--- config.mk ---
export PLATFORM = sky130hd
export DESIGN_NAME = counter_sequencer
export DESIGN_NICKNAME = d
export VERILOG_FILES = /design/src/rtl/counter_sequencer.sv
export SDC_FILE = /design/constraint.sdc
export NUM_CORES = 1
export LEC_CHECK = 0
export CAP_MARGIN = 20
export CORE_AREA = 2 2 39 41
export CTS_CLUSTER_DIAMETER = 80
export DETAILED_ROUTE_END_ITERATION = 6
export DIE_AREA = 0 0 41 43
export GPL_TIMING_DRIVEN = 0
export PLACE_DENSITY = 0.55
export REMOVE_ABC_BUFFERS = 1
export SLEW_MARGIN = 5
export SYNTH_ARGS = -nofsm -noshare
export SYNTH_HDL_FRONTEND = slang
export SYNTH_SLANG_ARGS = --single-unit
--- constraint.sdc ---
create_clock -name clk -period 2.03 [get_ports clk]
set_clock_uncertainty 0.1 [all_clocks]
set_input_delay 0.203 -clock clk [delete_from_list [all_inputs] [get_ports clk]]
set_output_delay 0.203 -clock clk [all_outputs]
set_load 0.02 [all_outputs]
--- src/rtl/counter_sequencer.sv ---
// counter_sequencer
//   Run/direction controller for an up/down binary counter. Converts
//   one-cycle button requests into the counter's hold/direction controls,
//   paces advances with an internal prescaler and, optionally, ping-pongs
//   between 0 and MAX instead of wrapping.
//
// Ports:
//   clk         system clock, rising edge
//   rst         synchronous active-high reset
//   up_req_i    one-cycle request to count up
//   down_req_i  one-cycle request to count down
//   stop_req_i  one-cycle request to stop (highest priority)
//   step_req_i  one-cycle single-step request (COUNTER_SEQUENCER_STEP_EN only)
//   pingpong_i  level; 1 = reverse at the endpoints instead of wrapping
//   count_i     counter value fed back for endpoint detection
//   hold_o      1 = counter holds, 0 = counter advances on this edge
//   dir_o       0 = up, 1 = down
//   tick_o      prescaler tick, one cycle per DIV clocks while running
//   state_o     00 STOPPED, 01 UP, 10 DOWN
//
// Build option:
//   COUNTER_SEQUENCER_STEP_EN  adds step_req_i and single-step logic.
//
// state   | meaning
// --------+-----------------------------------------------
// STOPPED | counter held; dir keeps last running direction
// UP      | advancing upward once per DIV clocks
// DOWN    | advancing downward once per DIV clocks

module counter_sequencer #(
  parameter int WIDTH = 3,
  parameter int DIV   = 2
) (
  input  logic             clk,
  input  logic             rst,
  input  logic             up_req_i,
  input  logic             down_req_i,
  input  logic             stop_req_i,
`ifdef COUNTER_SEQUENCER_STEP_EN
  input  logic             step_req_i,
`endif
  input  logic             pingpong_i,
  input  logic [WIDTH-1:0] count_i,
  output logic             hold_o,
  output logic             dir_o,
  output logic             tick_o,
  output logic [1:0]       state_o
);

  localparam logic [1:0] S_STOPPED = 2'b00;
  localparam logic [1:0] S_UP      = 2'b01;
  localparam logic [1:0] S_DOWN    = 2'b10;

  localparam int             DW     = $clog2(DIV) + 1;
  localparam logic [DW-1:0]  DIV_M1 = DW'(DIV - 1);
  localparam logic [WIDTH-1:0] MAX  = '1;

  logic [1:0]    r_state;
  logic          r_dir;
  logic [DW-1:0] r_div_cnt;

  logic [1:0]    w_next;
  logic          w_running;
  logic          w_tick;
  logic          w_turn;
  logic          w_step_adv;

  assign w_running = (r_state == S_UP) || (r_state == S_DOWN);
  assign w_tick    = w_running && (r_div_cnt == DIV_M1);
  assign w_turn    = pingpong_i &&
                     (((r_state == S_UP)   && (count_i == MAX)) ||
                      ((r_state == S_DOWN) && (count_i == '0)));

  // Requests override a pending turnaround; up+down together cancel out.
  always_comb begin
    w_next = r_state;
    if (stop_req_i)
      w_next = S_STOPPED;
    else if (up_req_i && !down_req_i)
      w_next = S_UP;
    else if (down_req_i && !up_req_i)
      w_next = S_DOWN;
    else if (w_turn)
      w_next = (r_state == S_UP) ? S_DOWN : S_UP;
  end

  always_ff @(posedge clk) begin
    if (rst) begin
      r_state <= S_STOPPED;
    end else begin
      r_state <= w_next;
    end
  end

  // Cleared on any transition into or out of STOPPED; an UP<->DOWN change
  // keeps the phase so the pacing stays regular across a turnaround.
  always_ff @(posedge clk) begin
    if (rst) begin
      r_div_cnt <= '0;
    end else if ((w_next == S_STOPPED) || (r_state == S_STOPPED)) begin
      r_div_cnt <= '0;
    end else if (r_div_cnt == DIV_M1) begin
      r_div_cnt <= '0;
    end else begin
      r_div_cnt <= r_div_cnt + 1'b1;
    end
  end

  always_ff @(posedge clk) begin
    if (rst) begin
      r_dir <= 1'b0;
    end else if (w_next == S_UP) begin
      r_dir <= 1'b0;
    end else if (w_next == S_DOWN) begin
      r_dir <= 1'b1;
    end
  end

`ifdef COUNTER_SEQUENCER_STEP_EN
  logic r_step_pending;
  logic w_step_accept;

  // Only a lone step in STOPPED is accepted; a stop (or any other request)
  // in the same cycle leaves the flop cleared.
  assign w_step_accept = (r_state == S_STOPPED) && step_req_i &&
                         !stop_req_i && !up_req_i && !down_req_i;

  always_ff @(posedge clk) begin
    if (rst) begin
      r_step_pending <= 1'b0;
    end else begin
      r_step_pending <= w_step_accept;
    end
  end

  assign w_step_adv = r_step_pending;
`else
  assign w_step_adv = 1'b0;
`endif

  // Turnaround suppresses the advance so the endpoint is held an extra cycle.
  assign hold_o  = !((w_tick && !w_turn) || w_step_adv);
  assign dir_o   = r_dir;
  assign tick_o  = w_tick;
  assign state_o = r_state;

endmodule

Word level (Yosys, flattened, before mapping)
Index checks and enable logic that the tools add are counted.
- flip-flop bits (word level): 5
- bits of input ports: 9
- output and inout port bits: 5
- word-level logic and storage cells: 34
- add/subtract/negate cells: 1
- eq/ne operators: 6
- muxes and demuxes: 5
- reduce and logical (&&, ||, !) cells: 19
- operators with widths (operator ; number):
    2-to-1 mux 2 bit ; 5
    logical AND 1 bit ; 7
    == test 2 x 1 -> 1 bit, second input constant ; 3
    == test 2 bit, second input constant ; 2
    logical NOT 1 bit ; 4
    logical NOT 2 bit ; 2
    == test 3 bit, second input constant ; 1
    logical NOT 3 bit ; 1
    logical OR 1 bit ; 3
    OR reduction 3 bit ; 1
    adder 2 x 1 -> 2 bit, second input constant ; 1
    OR reduction 2 bit ; 1

Logic depth before layout (Yosys ltp)
Gate-level depths: netlist (run 1).
- depth in word-level cells: 11
- gate-level depth with buffers: 6
- gate-level depth less buffers: 6

Worst setup path before layout (run 1)
OpenSTA, ideal clock, no wires.
- kind: flip-flop to flip-flop
- from: register r_state[0], in the netlist state_o[0]
- to: register r_dir, in the netlist dir_o
- library setup time: 0.122 ns
- arrival time: 1.509 ns
- setup slack: 0.299 ns
- stages on the path, launching flop included: 7
- path buffers: 0
- clock period less this slack: 1.731 ns
- cells stage by stage: dfxtp_1 -> inv_1 -> ha_1 -> nor4b_4 -> o211ai_1 -> a21oi_1 -> o311a_1
- cells in the longest elaborated chain, start to end: 10
- elaborated cells between the ends (all ways): 14
- classes of those cells: 4 x eq/ne; 5 x mux; 5 x reduce/logical
- RTL lines (what ; line ; RTL):
    from (decl) ; 58 ; logic [1:0] r_state;
    from (signal assigned) ; 91 ; r_state <= w_next;
    == test 2 x 1 -> 1 bit / == test 2 bit (equally long branches) ; 71, 84, 72 ;
    logical AND 1 bit, on equally long branches ; 71, 72 ;
    logical OR 1 bit ; 71 ; (((r_state == S_UP) && (count_i == MAX)) ||
    logical AND 1 bit ; 70 ; assign w_turn = pingpong_i &&
    2-to-1 mux 2 bit * ; 83 ; else if (w_turn)
    2-to-1 mux 2 bit * ; 81 ; else if (down_req_i && !up_req_i)
    2-to-1 mux 2 bit * ; 79 ; else if (up_req_i && !down_req_i)
    2-to-1 mux 2 bit * ; 77 ; if (stop_req_i)
    == test 2 x 1 -> 1 bit ; 112 ; end else if (w_next == S_UP) begin
    OR reduction 2 bit (no line) ; - ;
    to (signal assigned) ; 111 ; r_dir <= 1'b0;
    to (signal assigned) ; 113 ; r_dir <= 1'b0;
    to (signal assigned) ; 115 ; r_dir <= 1'b1;
    to (decl) ; 59 ; logic r_dir;
Mark *: on every way between the ends. The rest lies on a longest branch, timed or not.
A chain may end at the register's enable or synchronous reset.

Final worst setup path (run 1)
- from: register r_state[0], in the netlist state_o[0]
- to: output port hold_o
- cells in the longest elaborated chain, start to end: 7
- elaborated cells between the ends (all ways): 11
- classes of those cells: 2 x eq/ne; 9 x reduce/logical
- RTL lines (what ; line ; RTL):
    == test 2 x 1 -> 1 bit / == test 2 bit (equally long branches) ; 68, 71, 72 ;
    logical AND 1 bit, on equally long branches ; 71, 72 ;
    logical OR 1 bit ; 71 ;
    logical AND 1 bit ; 70 ;
    logical NOT 1 bit ; 142 ; assign hold_o = !((w_tick && !w_turn) || w_step_adv);
    logical AND 1 bit * ; 142 ;
    logical NOT 1 bit * ; 142 ;
    to (decl) ; 44 ; output logic hold_o,
Marked as above.

==> results.md, run 1 <==
* Slowest cell on crit path: dfxtp_2
* CP max FO at 5
* Hold endpoint: r_div_cnt[0]
* Power per cell area at 492 nW/µm²
* Sequential share of the synthesized area at 0.278
* R2R Setup Slk at 0.19 ns
* Final hold violation count at 0
* Initial DRC count at 4
* Row cnt at 14
* Register bit total from synthesis at 5
* Slowest Stage Delay on Critical Path at 0.37 ns
* Largest family of logic cells by synthesized area: compound AO/OA/AOI/OAI gates
* Clock Path Buffers at 2
* Final worst slack at 0.0756 ns
* Worst Setup End Kind: primary output
* Total Wirelength at 827 µm
* Final period util at 0.963
* Synth Area in Adders at 0.139
* Die Wd at 41 µm
* Area of the mapped netlist at 360 µm²
* Ant. Diodes at 0
* Detail Route Antenna Nets at 0
* Drt drc at 0
* Synth Area in Simple Gates at 0.271
* Worst path cell trace: inv_1 -> ha_1 -> nor4b_4 -> o21a_2 -> nand2b_1 -> clkdlybuf4s15_2
* RR Startpoint: state_o[0]
* FF-to-FF path depth at 7
* Mean post-synth cell area at 9.01 µm²
* Path type of the worst setup path: reg -> out
* Post-synthesis cell count at 40
* Routed len/inst at 11.2 µm
* Reg-to-Reg End: r_div_cnt[1]
* Largest net degree at the start of global routing at 8
* Io pins at 14
* Worst relative slew slack at 0.786
* Area after detailed placement at 510 µm²
* Synth-to-Final Area Change at 52.8%
* WP data required at 1.73 ns
* CTS tree: built
* WHS Path Cells at 1
* Ys Warns at 0
* Final Power at 0.271 mW
* Setup TNS Final at 0 ns
* Max VDD drop at 353 µV
* Fillers at 151
* CTS Root Buffer Type: clkbuf_4
* Clk_lat worst skew at 0.25 ns
* Post-Place Cells at 69
* Status: complete, no violations
* Gr usage total at 0.105
* Grt total ovfl at 0
* Final cell count without fillers at 74
* Full die area at 1760 µm²
* Hold WC Path Type: reg -> reg
* Post-synthesis xor/xnor area fraction at 0
* CP arrival at 1.65 ns
* Mux cell area share after synthesis at 0
* Synth Area in Compound Gates at 0.271
* Hold Crit Start: r_div_cnt[0]
* FMAX at 512 MHz
* Vias at 376
* Final instance area at 551 µm²
* Via density at 5.08
* Post-layout min period at 1.95 ns
* Yosys cell types at 21
* Final core occ at 0.398
* Setup Viol. Count Final at 0
* Initial Utilization at 0.260
* Worst Tran Pin Value at 0.318 ns
* I/O Buffers at 13
* First-pass GRT wire length at 1230 µm
* Router iterations before antenna repair at 4
* Die Y at 43 µm
* Hold-fix buffers, CTS at 0
* Layout cell share with drive strength beyond 1 at 0.207
* Core ar. at 1380 µm²
* H-tree depth at 1
* Lkg Pwr at 0.225 nW
* Clk slew on worst S/H paths at 0.05 ns
* Total CTS buffers at 3
* Initial antenna violation count at 0
* Maxcap violations at 0
* CP Launch Type: flip-flop
* Worst hold margin at 0.327 ns
* Pre-CTS setup slack at -0.241 ns
* Sink Count at 5
* RD Place Congestion at 0.812
* Vias in the first global route at 299
* Final Slew Violations at 0
* # nets final at 72
* HPWL after DPL at 627 µm
[timing repair]
item,CTS,global route
buffers inserted,0,1
resized for setup,6,2
endpoints found under the setup margin,2,1
pin swaps,1,0
[cell usage after synthesis]
cell	count	area share
nor3_1	1	0.014
nand2b_1	3	0.052
nor4_1	1	0.017
a211oi_1	4	0.083
ha_1	4	0.14
inv_1	4	0.042
dfxtp_1	5	0.28
o211ai_1	2	0.042
o311a_1	1	0.028
nor2_1	3	0.031
or4_1	1	0.021
and2_1	1	0.017
a21oi_1	2	0.028
and3_1	1	0.017
nor4b_4	1	0.066
nand2_1	1	0.010
o21a_2	1	0.024
o21ai_0	1	0.014
o211a_1	1	0.028
and4_1	1	0.024
o2111ai_1	1	0.024
[layer usage]
| layer | vias up | wire [µm] | track usage |
|---|---|---|---|
| met5 | - | 0 | 0 |
| met4 | 0 | 0 | 0.0400 |
| met3 | 0 | 76 | 0.0628 |
| met2 | 16 | 375 | 0.125 |
| met1 | 168 | 376 | 0.148 |
| li1 | 192 | - | - |
[placed cells by master (no fill, tap or decap)]
master	instances
clkdlybuf4s50_1	11
a21oi_1	2
clkdlybuf4s15_2	1
dlygate4sd2_1	1
clkbuf_4	3
dfxtp_1	3
nor3_1	1
nand2b_1	3
o211ai_1	2
ha_2	1
o2111ai_1	1
o21ai_0	1
inv_2	1
dfxtp_2	2
or4_1	1
and4_1	1
ha_1	3
o211a_1	1
nor4b_4	1
and3_1	1
buf_4	1
nor2_1	3
nand2_1	1
nor4_1	1
o21a_2	1
o311a_1	1
and2_1	1
inv_1	3
clkinv_2	1
a211oi_1	4
[cell families after synthesis]
kind of cell,count (synthesis)
adder cells (fa/ha/maj),4
AO/OA/AOI/OAI,13
AND/OR/NAND/NOR,14
flip-flops,5
buffers and inverters,4
[worst max path at each step]
| stage | from | end | slack, ns | cells after the start |
|---|---|---|---|---|
| after global routing | state_o[0] | hold_o | -0.007 | 6 |
| after floorplan | state_o[0] | dir_o | 0.30 | 6 |
| final | state_o[0] | hold_o | 0.08 | 6 |
| after global placement | count_i[1] | hold_o | -0.24 | 5 |
| after CTS | state_o[0] | hold_o | 0.02 | 6 |
| after detailed placement | count_i[1] | hold_o | -0.24 | 5 |
[worst max-delay path, delay by kind of cell (launching register included)]
kind | cells | cell delay (ns)
flops | 1 | 0.37
buf+inv | 2 | 0.34
fa+ha+maj | 1 | 0.21
compound gates | 1 | 0.22
simple gates | 2 | 0.27
[flip-flops by register name (all words and copies together), names as in the netlist]
register / flops
state_o: 2
r_div_cnt: 2
dir_o: 1
[cell type report]
type,instances,area [µm²],share of cell area
clock inverter,1,5.00,0.00909
tap,16,20.0,0.0364
timing repair buffer,14,138,0.250
inverter,4,15.0,0.0273
multi-input combinational,31,248,0.450
clock buffer,3,22.5,0.0409
sequential,5,103,0.186
[power by group]
part / total, mW / switching, mW / leakage, nW / internal [mW]
Combinational: 0.0509 / 0.0236 / 0.166 / 0.0273
Sequential: 0.104 / 0.00264 / 0.0415 / 0.102
Clock: 0.115 / 0.0440 / 0.0177 / 0.0714
Power figures use the tool's default switching activity.
==> run 2: changes to the inputs <==
--- a/config.mk
+++ b/config.mk
@@ -12,7 +12,6 @@
 export DIE_AREA = 0 0 41 43
 export GPL_TIMING_DRIVEN = 0
 export PLACE_DENSITY = 0.55
-export REMOVE_ABC_BUFFERS = 1
 export SLEW_MARGIN = 5
 export SYNTH_ARGS = -nofsm -noshare
 export SYNTH_HDL_FRONTEND = slang
==> results of run 2 <==
Final layout, timing and power as in run 1 (identical DEF).
